[config.mk]
export PLATFORM = sky130hd
export DESIGN_NAME = ternary_matmul_sequencer
export DESIGN_NICKNAME = d
export VERILOG_FILES = /design/src/rtl/matmul_pkg.sv /design/src/rtl/ternary_matmul_sequencer.sv
export SDC_FILE = /design/constraint.sdc
export NUM_CORES = 1
export LEC_CHECK = 0
export CELL_PAD_IN_SITES_DETAIL_PLACEMENT = 0
export CELL_PAD_IN_SITES_GLOBAL_PLACEMENT = 2
export CORE_MARGIN = 3
export CORE_UTILIZATION = 31
export DETAILED_ROUTE_END_ITERATION = 16
export PLACE_DENSITY = 0.88
export SYNTH_ARGS = -nofsm -noshare
export SYNTH_HDL_FRONTEND = slang
export SYNTH_SLANG_ARGS = --single-unit
[constraint.sdc]
create_clock -name clk -period 1.99 [get_ports clk]
set_input_delay 0.199 -clock clk [delete_from_list [all_inputs] [get_ports clk]]
set_output_delay 0.199 -clock clk [all_outputs]
set_load 0.05 [all_outputs]
[src/rtl/matmul_pkg.sv]
// Shared types and sizing for the ternary matmul sequencer.
// Weights are 2-bit codes packed four per byte, LSB pair first.
package matmul_pkg;

`ifndef COMPUTE_SLICES
`define COMPUTE_SLICES 4
`endif
    localparam int COMPUTE_SLICES = `COMPUTE_SLICES;
    localparam int K     = 16;
    localparam int WB    = COMPUTE_SLICES * K / 4;
    localparam int WB_W  = $clog2(WB);
    localparam int K_W   = $clog2(K);
    localparam int S_W   = $clog2(COMPUTE_SLICES);
    // One index counter serves weight bytes, activations and result bytes.
    localparam int CNT_W = (WB_W > K_W) ? ((WB_W > S_W + 1) ? WB_W : S_W + 1)
                                        : ((K_W > S_W + 1) ? K_W : S_W + 1);

    localparam logic [1:0] W_ZERO = 2'b00;
    localparam logic [1:0] W_POS  = 2'b01;
    localparam logic [1:0] W_NEG  = 2'b11;

    typedef enum logic [2:0] {
        IDLE,
        LOAD_W,
        LOAD_A,
        WAIT,
        OUTPUT
    } state_t;

endpackage

[src/rtl/ternary_matmul_sequencer.sv]
// Sequences weight load, accumulator clear, activation broadcast and result readout.
// Latency: strobes appear one cycle after the accepting edge; one WAIT cycle before readout.
// Backpressure: in_valid=0 or out_ready=0 freezes state and index; in_ready is combinational.
module ternary_matmul_sequencer
    import matmul_pkg::*;
(
    input  logic            clk,
    input  logic            rst_n,
    input  logic            start,
    input  logic            reload_w,
    input  logic [7:0]      in_data,
    input  logic            in_valid,
    output logic            in_ready,
    output logic            w_we,
    output logic [WB_W-1:0] w_addr,
    output logic [7:0]      w_byte,
    output logic            acc_clear,
    output logic            acc_en,
    output logic [7:0]      act_data,
    output logic [K_W-1:0]  act_k,
    output logic            out_valid,
    input  logic            out_ready,
    output logic [S_W-1:0]  out_slice,
    output logic            out_hi,
    output logic            busy,
    output logic            done
);

    state_t             state, state_n;
    logic [CNT_W-1:0]   idx, idx_n, idx_inc;
    logic               weights_valid, weights_valid_n;
    logic               w_we_n, acc_clear_n, acc_en_n, out_valid_n, out_hi_n, done_n;
    logic [WB_W-1:0]    w_addr_n;
    logic [7:0]         w_byte_n, act_data_n;
    logic [K_W-1:0]     act_k_n;
    logic [S_W-1:0]     out_slice_n;
    logic               in_accept, out_accept;

    assign in_ready   = (state == LOAD_W) || (state == LOAD_A);
    assign in_accept  = in_valid && in_ready;
    assign out_accept = out_valid && out_ready;
    assign idx_inc    = idx + 1'b1;

    always_comb begin
        state_n         = state;
        idx_n           = idx;
        weights_valid_n = weights_valid;
        w_we_n          = 1'b0;
        acc_clear_n     = 1'b0;
        acc_en_n        = 1'b0;
        done_n          = 1'b0;
        w_addr_n        = w_addr;
        w_byte_n        = w_byte;
        act_data_n      = act_data;
        act_k_n         = act_k;
        out_valid_n     = out_valid;
        out_slice_n     = out_slice;
        out_hi_n        = out_hi;

        case (state)
            IDLE: begin
                if (start) begin
                    idx_n = '0;
                    if (reload_w || !weights_valid) begin
                        state_n = LOAD_W;
                    end else begin
                        state_n     = LOAD_A;
                        acc_clear_n = 1'b1;
                    end
                end
            end
            LOAD_W: begin
                if (in_accept) begin
                    w_we_n   = 1'b1;
                    w_addr_n = idx[WB_W-1:0];
                    w_byte_n = in_data;
                    if (idx == CNT_W'(WB - 1)) begin
                        state_n         = LOAD_A;
                        idx_n           = '0;
                        weights_valid_n = 1'b1;
                        acc_clear_n     = 1'b1;
                    end else begin
                        idx_n = idx_inc;
                    end
                end
            end
            LOAD_A: begin
                if (in_accept) begin
                    acc_en_n   = 1'b1;
                    act_data_n = in_data;
                    act_k_n    = idx[K_W-1:0];
                    if (idx == CNT_W'(K - 1)) begin
                        state_n = WAIT;
                        idx_n   = '0;
                    end else begin
                        idx_n = idx_inc;
                    end
                end
            end
            WAIT: begin
                // The final acc_en is in flight this cycle; results are stable next cycle.
                state_n     = OUTPUT;
                idx_n       = '0;
                out_valid_n = 1'b1;
                out_slice_n = '0;
                out_hi_n    = 1'b0;
            end
            OUTPUT: begin
                if (out_accept) begin
                    if (idx == CNT_W'(2 * COMPUTE_SLICES - 1)) begin
                        state_n     = IDLE;
                        idx_n       = '0;
                        out_valid_n = 1'b0;
                        done_n      = 1'b1;
                    end else begin
                        idx_n       = idx_inc;
                        out_hi_n    = idx_inc[0];
                        out_slice_n = idx_inc[S_W:1];
                    end
                end
            end
            default: state_n = IDLE;
        endcase
    end

    always_ff @(posedge clk or negedge rst_n) begin
        if (!rst_n) begin
            state         <= IDLE;
            idx           <= '0;
            weights_valid <= 1'b0;
            w_we          <= 1'b0;
            w_addr        <= '0;
            w_byte        <= '0;
            acc_clear     <= 1'b0;
            acc_en        <= 1'b0;
            act_data      <= '0;
            act_k         <= '0;
            out_valid     <= 1'b0;
            out_slice     <= '0;
            out_hi        <= 1'b0;
            busy          <= 1'b0;
            done          <= 1'b0;
        end else begin
            state         <= state_n;
            idx           <= idx_n;
            weights_valid <= weights_valid_n;
            w_we          <= w_we_n;
            w_addr        <= w_addr_n;
            w_byte        <= w_byte_n;
            acc_clear     <= acc_clear_n;
            acc_en        <= acc_en_n;
            act_data      <= act_data_n;
            act_k         <= act_k_n;
            out_valid     <= out_valid_n;
            out_slice     <= out_slice_n;
            out_hi        <= out_hi_n;
            busy          <= (state_n != IDLE);
            done          <= done_n;
        end
    end

endmodule

**After elaboration in Yosys (flattened, before gate mapping)**

Cells that the tools add are included.

- Flip-flop bits (word level): 41
- Output and inout bits: 34

- Add/sub/neg operators: 1
- Equality and inequality tests: 11
- Muxes and demuxes: 35
- Reductions and logical operators: 16

Operators with widths:

| cell | number |
|---|---|
| $mux 3 | 7 |
| $mux 4 | 5 |
| $pmux 4 s4 | 1 |
| $pmux 3 s5 | 1 |
| $mux 1 | 14 |
| $reduce_and 3->1 | 3 |
| $ne 2x2->1 const B | 4 |
| $eq 3x2->1 const B | 2 |
| $mux 2 | 3 |
| $pmux 1 s2 | 3 |
| $add 4x1->4 const B | 1 |
| $eq 4x3->1 const B | 1 |
| $eq 4x4->1 const B | 1 |
| $pmux 2 s2 | 1 |
| $reduce_and 2->1 | 2 |
| $reduce_and 4->1 | 1 |
| $reduce_bool 4->1 | 1 |
| $eq 3x1->1 const B | 1 |
| $eq 3x3->1 const B | 1 |
| $logic_not 3->1 | 1 |
| $reduce_bool 3->1 | 1 |
| $logic_and 1x1->1 | 2 |
| $logic_or 1x1->1 | 2 |
| $ne 2x1->1 const B | 1 |
| 3 further kinds | 3 |

**Longest topological paths before layout**

Gate-level depths: netlist of run 1.

- Word-level depth: 6
- Gate-level depth with buffers: 5

**Least setup slack after synthesis of run 1**

No wires, ideal clock.

- Path type: register to register
- Start point: register state[1]
- End point: register idx[3]
- Library setup time: 124 ps
- Data arrival time: 1567 ps
- Path slack: 299 ps
- Stages on the path, launching flop included: 5
- Path buffers: 0
- Period minus slack after synthesis: 1691 ps
- Cell sequence: dfrtp_1 or3b_2 a31o_1 and2_1 a211o_1

- Word-level cells in the longest chain between the ends: 5
- Elaborated cells between the ends (all ways): 14

RTL lines:

| element | line | source |
|---|---|---|
| from (decl) | ternary_matmul_sequencer.sv:29 | `state_t state, state_n;` |
| from (signal assigned) | ternary_matmul_sequencer.sv:144 | `state <= state_n;` |
| $eq 3x1->1 or $eq 3x2->1 (tied branches) | ternary_matmul_sequencer.sv:39, ternary_matmul_sequencer.sv:60 |  |
| $logic_or 1x1->1 | ternary_matmul_sequencer.sv:39 | `assign in_ready = (state == LOAD_W) \|\| (state == LOAD_A);` |
| $logic_and 1x1->1 | ternary_matmul_sequencer.sv:40 | `assign in_accept = in_valid && in_ready;` |
| $ne 2x1->1 (no source line) | -- |  |
| $reduce_and 4->1 (no source line) | -- |  |
| to (signal assigned) | ternary_matmul_sequencer.sv:145 | `idx <= idx_n;` |
| to (decl) | ternary_matmul_sequencer.sv:30 | `logic [CNT_W-1:0] idx, idx_n, idx_inc;` |

Several ways; a longest one is shown, not always the timed one.
A chain may end at the register's enable or synchronous reset.

**Final worst setup path of run 1**

Ends and elaborated chain as after synthesis.

==> results of run 1 <==
area by class of cell:
cell class                      instances  area [sq um]
Multi-Input combinational cell         81           674
Inverter                                5          18.8
Fill cell                             488          2800
Tap cell                               70          87.6
Clock buffer                            7          86.3
Timing Repair Buffer                   54           543
Clock inverter                          1          30.0
Sequential cell                        41          1030
flip-flops by register name, summed over array words and instances (netlist names):
signal	count
busy	1
acc_clear	1
act_data	8
acc_en	1
w_addr	4
w_we	1
done	1
weights_valid	1
state	3
act_k	4
out_valid	1
out_hi	1
w_byte	8
idx	4
out_slice	2
Yosys cell counts:
master / number
nor3_2: 1
clkbuf_1: 4
and3b_1: 2
a31o_1: 1
o32a_1: 1
a22oi_1: 1
a211o_1: 1
or3b_2: 1
nor2b_1: 1
nand3b_1: 1
ha_1: 1
mux2_2: 8
dfrtp_1: 41
or2_4: 1
and4bb_2: 1
nand2b_1: 1
nor2_1: 6
o21bai_1: 1
a21boi_1: 1
mux2_1: 17
a21oi_1: 2
o22a_1: 2
a2111oi_2: 1
a22o_1: 4
nand4_1: 1
or3b_1: 1
and3_1: 1
o211ai_1: 1
a31oi_1: 1
xnor2_1: 1
nand3_1: 3
nand2_1: 5
inv_1: 5
xor2_1: 1
o311a_1: 1
o21ai_1: 1
nand4b_1: 1
buf_2: 2
o21ai_0: 3
and2_1: 2
a21o_1: 1
nor3b_1: 1
stage by stage:
stage	hold WS, ns	TNS (ns)	std cells	utilization
5_1_grt	0.487	0	259	0.468
6_report	0.451	0	259	0.468
2_1_floorplan	-0.0966	0	133	-
3_3_place_gp	0.278	-0.123	250	0.444
4_1_cts	0.457	0	259	0.468
3_5_place_dp	0.297	-0.219	250	0.444
per-layer routing:
| metal | wire [um] | vias to the layer above |
|---|---|---|
| li1 | - | 593 |
| met1 | 1620 | 618 |
| met2 | 1850 | 41 |
| met3 | 378 | 6 |
| met4 | 50 | 0 |
| met5 | 0 | - |
final timing paths:
path	from	endpoint	slack, ns	depth (start not counted)
max	state[1]	idx[3]	0.14	4
min	weights_valid	weights_valid	0.45	1
max reg2reg	state[1]	idx[3]	0.14	4
min reg2reg	weights_valid	weights_valid	0.45	1
max in group asynchronous	rst_n	w_byte[2]	1.13	3
min in group asynchronous	rst_n	busy	0.50	3
cell families after synthesis:
group | count (synthesis) | share of synthesized area
xor gates and xnor gates | 2 | 0.0100
DFF | 41 | 0.588
and+or+nand+nor | 30 | 0.105
AOI/OAI and AO/OA | 23 | 0.103
buffers and inverters | 11 | 0.0251
muxes | 25 | 0.161
adders and majority gates | 1 | 0.00717
power breakdown:
group	total [mW]	switching, mW	internal [mW]
logic	1.93	1.20	0.730
registers	1.29	0.192	1.10
clock network	0.684	0.275	0.409
==> flow_summary.json, run 1 <==
{
  "period_share": 0.929,
  "antenna_found_initial": 0,
  "clk_latency_ns": 0.29,
  "coreArea_sq_um": 5270,
  "p_leak_nw": 1.10,
  "fmax_mhz": 541,
  "met2_usage": 0.221,
  "postCtsHoldBufs": 1,
  "critical_path_arrival_ns": 2.02,
  "finalSetupViolations": 0,
  "preCtsSetupSlack_ns": -0.120,
  "synthTopCellsByArea": "dfrtp_1 (59%), mux2_1 (11%), mux2_2 (5.2%), a22o_1 (2.0%), nor2_1 (1.3%)",
  "synth_cell_type_count": 42,
  "dieArea_sq_um": 6560,
  "gp_congestion": 0.785,
  "outcome": "completed",
  "postRouteWirelength_um": 3890,
  "post_cts_buffers": 0,
  "ctsLongestPathBuffers": 2,
  "area_growth_pct": 41.4,
  "wl_per_cell_um": 15.0,
  "path_buf_inv": 0,
  "final_common_cell": "clkdlybuf4s50_1",
  "drc": 0,
  "syn_nets": 148,
  "ys_warn_count": 0,
  "drv_cap": 0,
  "required_ns": 2.16,
  "drive_gt1_frac": 0.148,
  "fp.dieW_um": 81.0,
  "crit_family": "simple AND/OR/NAND/NOR gates",
  "cts_buffers": 5,
  "dieHeight_um": 81.0,
  "finalCriticalPeriod_ns": 1.85,
  "syn-instance-count": 133,
  "nNetsFinal": 203,
  "drt_pre_antenna_iters": 4,
  "hold_viol_final": 0,
  "relSlewSlack": 0.641,
  "path_clk_slew_ns": 0.08,
  "drt-vias-per-instance": 4.86,
  "hold_path_class": "reg -> reg",
  "grt_pass1_vias": 1366,
  "cp_max_fo": 8,
  "ys_ff_latch": 41,
  "ys_seq_area_frac": 0.588,
  "max_slew.worst_pin.slew_ns": 0.537,
  "diodes": 0,
  "grtUsageTotal": 0.132,
  "clockRootBuffer": "clkbuf_8",
  "cp-end-kind": "register",
  "grt-busiest-layer": "met2",
  "pin_count": 48,
  "tritoncts": "built",
  "rsz0062_at_grt": "no",
  "row_count": 26,
  "io_buffer_count": 47,
  "met3_usage": 0.0588,
  "critPathKind": "reg -> reg",
  "ir_worst_vdd_mv": 0.729,
  "dp_hpwl_um": 2790,
  "cellPowerDensity_nw_per_um2": 1580,
  "design_area_sq_um": 2470,
  "h-tree-depth": 2,
  "grt_max_degree": 42,
  "crit_slowest_cell": "or3b_2",
  "total_power_mw": 3.90,
  "grt_remaining_overflow": 0,
  "synth_top_area_frac": 0.588,
  "initial_utilization": 0.331,
  "grt_pass1_wl_um": 6580,
  "placed_cell_area_sq_um": 2340,
  "max_stage_delay_ns": 0.49,
  "synth_area_sq_um": 1740,
  "post_cts_resized": 0,
  "fin_ws_ns": 0.140,
  "grt_use_met1": 0.150,
  "final_cell_mix": "clkdlybuf4s50_1 (45), dfrtp_1 (41), mux2_1 (17)",
  "crit_path_cell_trace": "or3b_2 > a31o_1 > and2_1 > a211o_1",
  "startpoint_type": "register",
  "drtAntennaViolNets": 0,
  "skew_ns": 0.00688,
  "synth_area_leader_cell": "dfrtp_1",
  "drtIter0Drc": 34,
  "cts_sinks": 41,
  "syn_avg_cell_area_sq_um": 13.1,
  "vias": 1258,
  "drv_slew": 0
}
Note: power is estimated with default switching activity, not from simulation.
==> run 2, diff against run 1 <==
- ABC_AREA: unset -> 1
- CORE_ASPECT_RATIO: unset -> 1.5
- CORE_UTILIZATION: 31 -> 29
- PLACE_DENSITY: 0.88 -> 0.87
==> run 2 against run 1 <==
  * Count of clock-buffer cells in the layout decreased by 2
  * Critical path depth decreased by 3
  * Sequential share of layout area decreased by 1.5 points
  * Synthesized cell count increased by 50%
  * Combinational power decreased by 54%
  * First-iteration DRC count increased to 3.1 times the previous value
  * Non-clock buffer count decreased by 4
  * Setup slack improved by 0.15 ns
  * Area after synthesis increased by 9.2%
  * Largest cell class unchanged
==> flow_summary.json, run 2 <==
{
  "initial_utilization": 0.304,
  "synth_most_common_cell": "nand2_1",
  "synth_edf_count": 0,
  "grt_use_met1": 0.122,
  "wl_per_cell_um": 12.0,
  "ys_ff_latch": 41,
  "ys_warn_count": 0,
  "synth_area_sq_um": 1900,
  "cp_max_fo": 4,
  "ys_top_cells_by_count": "nand2_1 (50), dfrtp_1 (41), o21ai_2 (24)",
  "crit_family": "buffers and inverters",
  "synth_cell_type_count": 18,
  "post_cts_buffers": 0,
  "r2r_start": "idx[0]",
  "ff2ff_path_depth": 9,
  "grt_pass1_wl_um": 6570,
  "synth_top_area_frac": 0.539,
  "critical_path_arrival_ns": 1.50,
  "grt_remaining_overflow": 0,
  "drc": 0,
  "synth_compound_area_frac": 0.118,
  "fp.dieW_um": 72.2,
  "drt-vias-per-instance": 4.47,
  "finalCriticalPeriod_ns": 1.70,
  "syn_nets": 214,
  "required_ns": 1.79,
  "cp-end-kind": "output port",
  "synth_ff_type": "dfrtp_1",
  "p_leak_nw": 1.24,
  "synth_top_family_by_area": "simple AND/OR/NAND/NOR gates",
  "dieArea_sq_um": 7600,
  "hold_path.startpoint": "weights_valid",
  "period_share": 0.852,
  "drv_slew": 0,
  "dieHeight_um": 105,
  "dp_hpwl_um": 2940,
  "syn-instance-count": 199,
  "max_slew.worst_pin.slew_ns": 0.525,
  "antenna_found_initial": 0,
  "grtUsageTotal": 0.110,
  "grt_pass1_vias": 1417,
  "syn_avg_cell_area_sq_um": 9.57,
  "place_inst": 318,
  "io_buffer_count": 47,
  "final_common_cell": "nand2_1",
  "fmax_mhz": 590,
  "relSlewSlack": 0.649,
  "max_stage_delay_ns": 0.82,
  "hold_slack_ns": 0.457,
  "finalSetupViolations": 0,
  "coreArea_sq_um": 6260,
  "hold_viol_final": 0,
  "rsz0062_at_grt": "no",
  "drtIter0Drc": 105,
  "cts_buffers": 5,
  "drive_gt1_frac": 0.258,
  "postRouteWirelength_um": 3910,
  "ctsLongestPathBuffers": 2,
  "outcome": "completed",
  "synth_mux_area_frac": 0,
  "synthArstFlopShare": 1.00,
  "critPathKind": "reg -> out",
  "reg_top3": "act_data: 8 flops, w_byte: 8 flops",
  "h-tree-depth": 2,
  "clockRootBuffer": "clkbuf_8",
  "gp_congestion": 0.756,
  "met3_usage": 0.0305,
  "synth_area_leader_cell": "dfrtp_1",
  "nFillCells": 638,
  "final_cell_mix": "nand2_1 (50), clkdlybuf4s50_1 (45), dfrtp_1 (41)",
  "drtAntennaViolNets": 0,
  "row_count": 35,
  "synth-xor-area-share": 0,
  "cts_sinks": 41,
  "grt_max_degree": 42,
  "area_growth_pct": 34.2,
  "synthAdderAreaFrac": 0.00657,
  "ys_seq_area_frac": 0.539,
  "crit_slowest_cell": "clkdlybuf4s50_1",
  "min_to": "weights_valid",
  "instances_no_fill": 326,
  "nNetsFinal": 267,
  "ir_worst_vdd_mv": 0.405,
  "skew_ns": 0.00717,
  "hold_path_class": "reg -> reg",
  "diodes": 0,
  "pin_count": 48,
  "clk_latency_ns": 0.29,
  "startpoint_type": "register",
  "regToRegSetupSlack_ns": 0.56,
  "path_clk_slew_ns": 0.07,
  "drt_pre_antenna_iters": 4,
  "cellPowerDensity_nw_per_um2": 1010,
  "tritoncts": "built",
  "post-route-util": 0.408,
  "grt-busiest-layer": "met2",
  "fin_tns_setup_ns": 0,
  "vias": 1458,
  "hold_depth": 2,
  "path_buf_inv": 1,
  "synth-simple-area-share": 0.259,
  "crit_path_cell_trace": "clkdlybuf4s50_1",
  "synthTopCellsByArea": "dfrtp_1 (54%), o21ai_2 (11%), nand2_1 (9.9%), nand2_2 (5.6%), inv_1 (4.1%)",
  "reg2reg_to": "out_slice[0]",
  "met2_usage": 0.190,
  "drv_cap": 0
}
[run 2: tightest hold or removal path, delay by kind of cell, from the launching register on]
family	cells	cell delay [ns]
flip-flops	1	0.32
buffers and inverters	1	0.05
AND/OR/NAND/NOR	1	0.06
[run 2: worst max-delay path by stage]
| stage | depth (start not counted) | end | startpoint | slack, ns |
|---|---|---|---|---|
| after floorplan | 8 | idx[3] | state[2] | 0.63 |
| after detailed placement | 7 | w_byte[4] | in_valid | 0.50 |
| final | 1 | out_valid | out_valid | 0.29 |
| after global routing | 1 | out_valid | out_valid | 0.25 |
| after global placement | 7 | w_byte[1] | in_valid | 0.54 |
| after CTS | 1 | out_valid | out_valid | 0.28 |
[run 2: layout make-up]
type                            instances  area, sq um  share of cell area
Sequential cell                        41         1030               0.401
Tap cell                               74         92.6              0.0362
Timing Repair Buffer                   50          500               0.196
Clock inverter                          2         35.0              0.0137
Clock buffer                            5         68.8              0.0269
Inverter                               27          103              0.0401
Multi-Input combinational cell        127          731               0.286
[run 2: timing repair]
action / in CTS / in global routing
endpoints found under the hold margin: 41 / 0
gates resized for setup: 0 / 0
hold buffers: 1 / 0
[run 2: logic make-up after synthesis]
kind of cell,Yosys count
fa+ha+maj,1
simple gates,99
buf+inv,31
compound gates,27
flops,41
[run 2: routing by layer]
| layer | vias to the layer above | share of wire |
|---|---|---|
| met5 | - | 0 |
| met4 | 0 | 0.020 |
| met3 | 7 | 0.064 |
| met1 | 676 | 0.39 |
| li1 | 729 | - |
| met2 | 46 | 0.52 |
[run 2: power by group]
| group | leakage, nW | switching, mW | internal (mW) |
|---|---|---|---|
| Clock | 0.0540 | 0.279 | 0.365 |
| Sequential | 0.527 | 0.0931 | 0.941 |
| Combinational | 0.657 | 0.599 | 0.296 |
[run 2: through the flow]
stage          total power, mW  setup slack, ns  instance area (sq um)
2_1_floorplan             1.66            0.628                   1900
3_3_place_gp              1.95            0.536                   2440
3_5_place_dp              1.96            0.503                   2440
4_1_cts                   2.61            0.282                   2560
5_1_grt                   2.74            0.245                   2560
6_report                  2.57            0.294                   2560
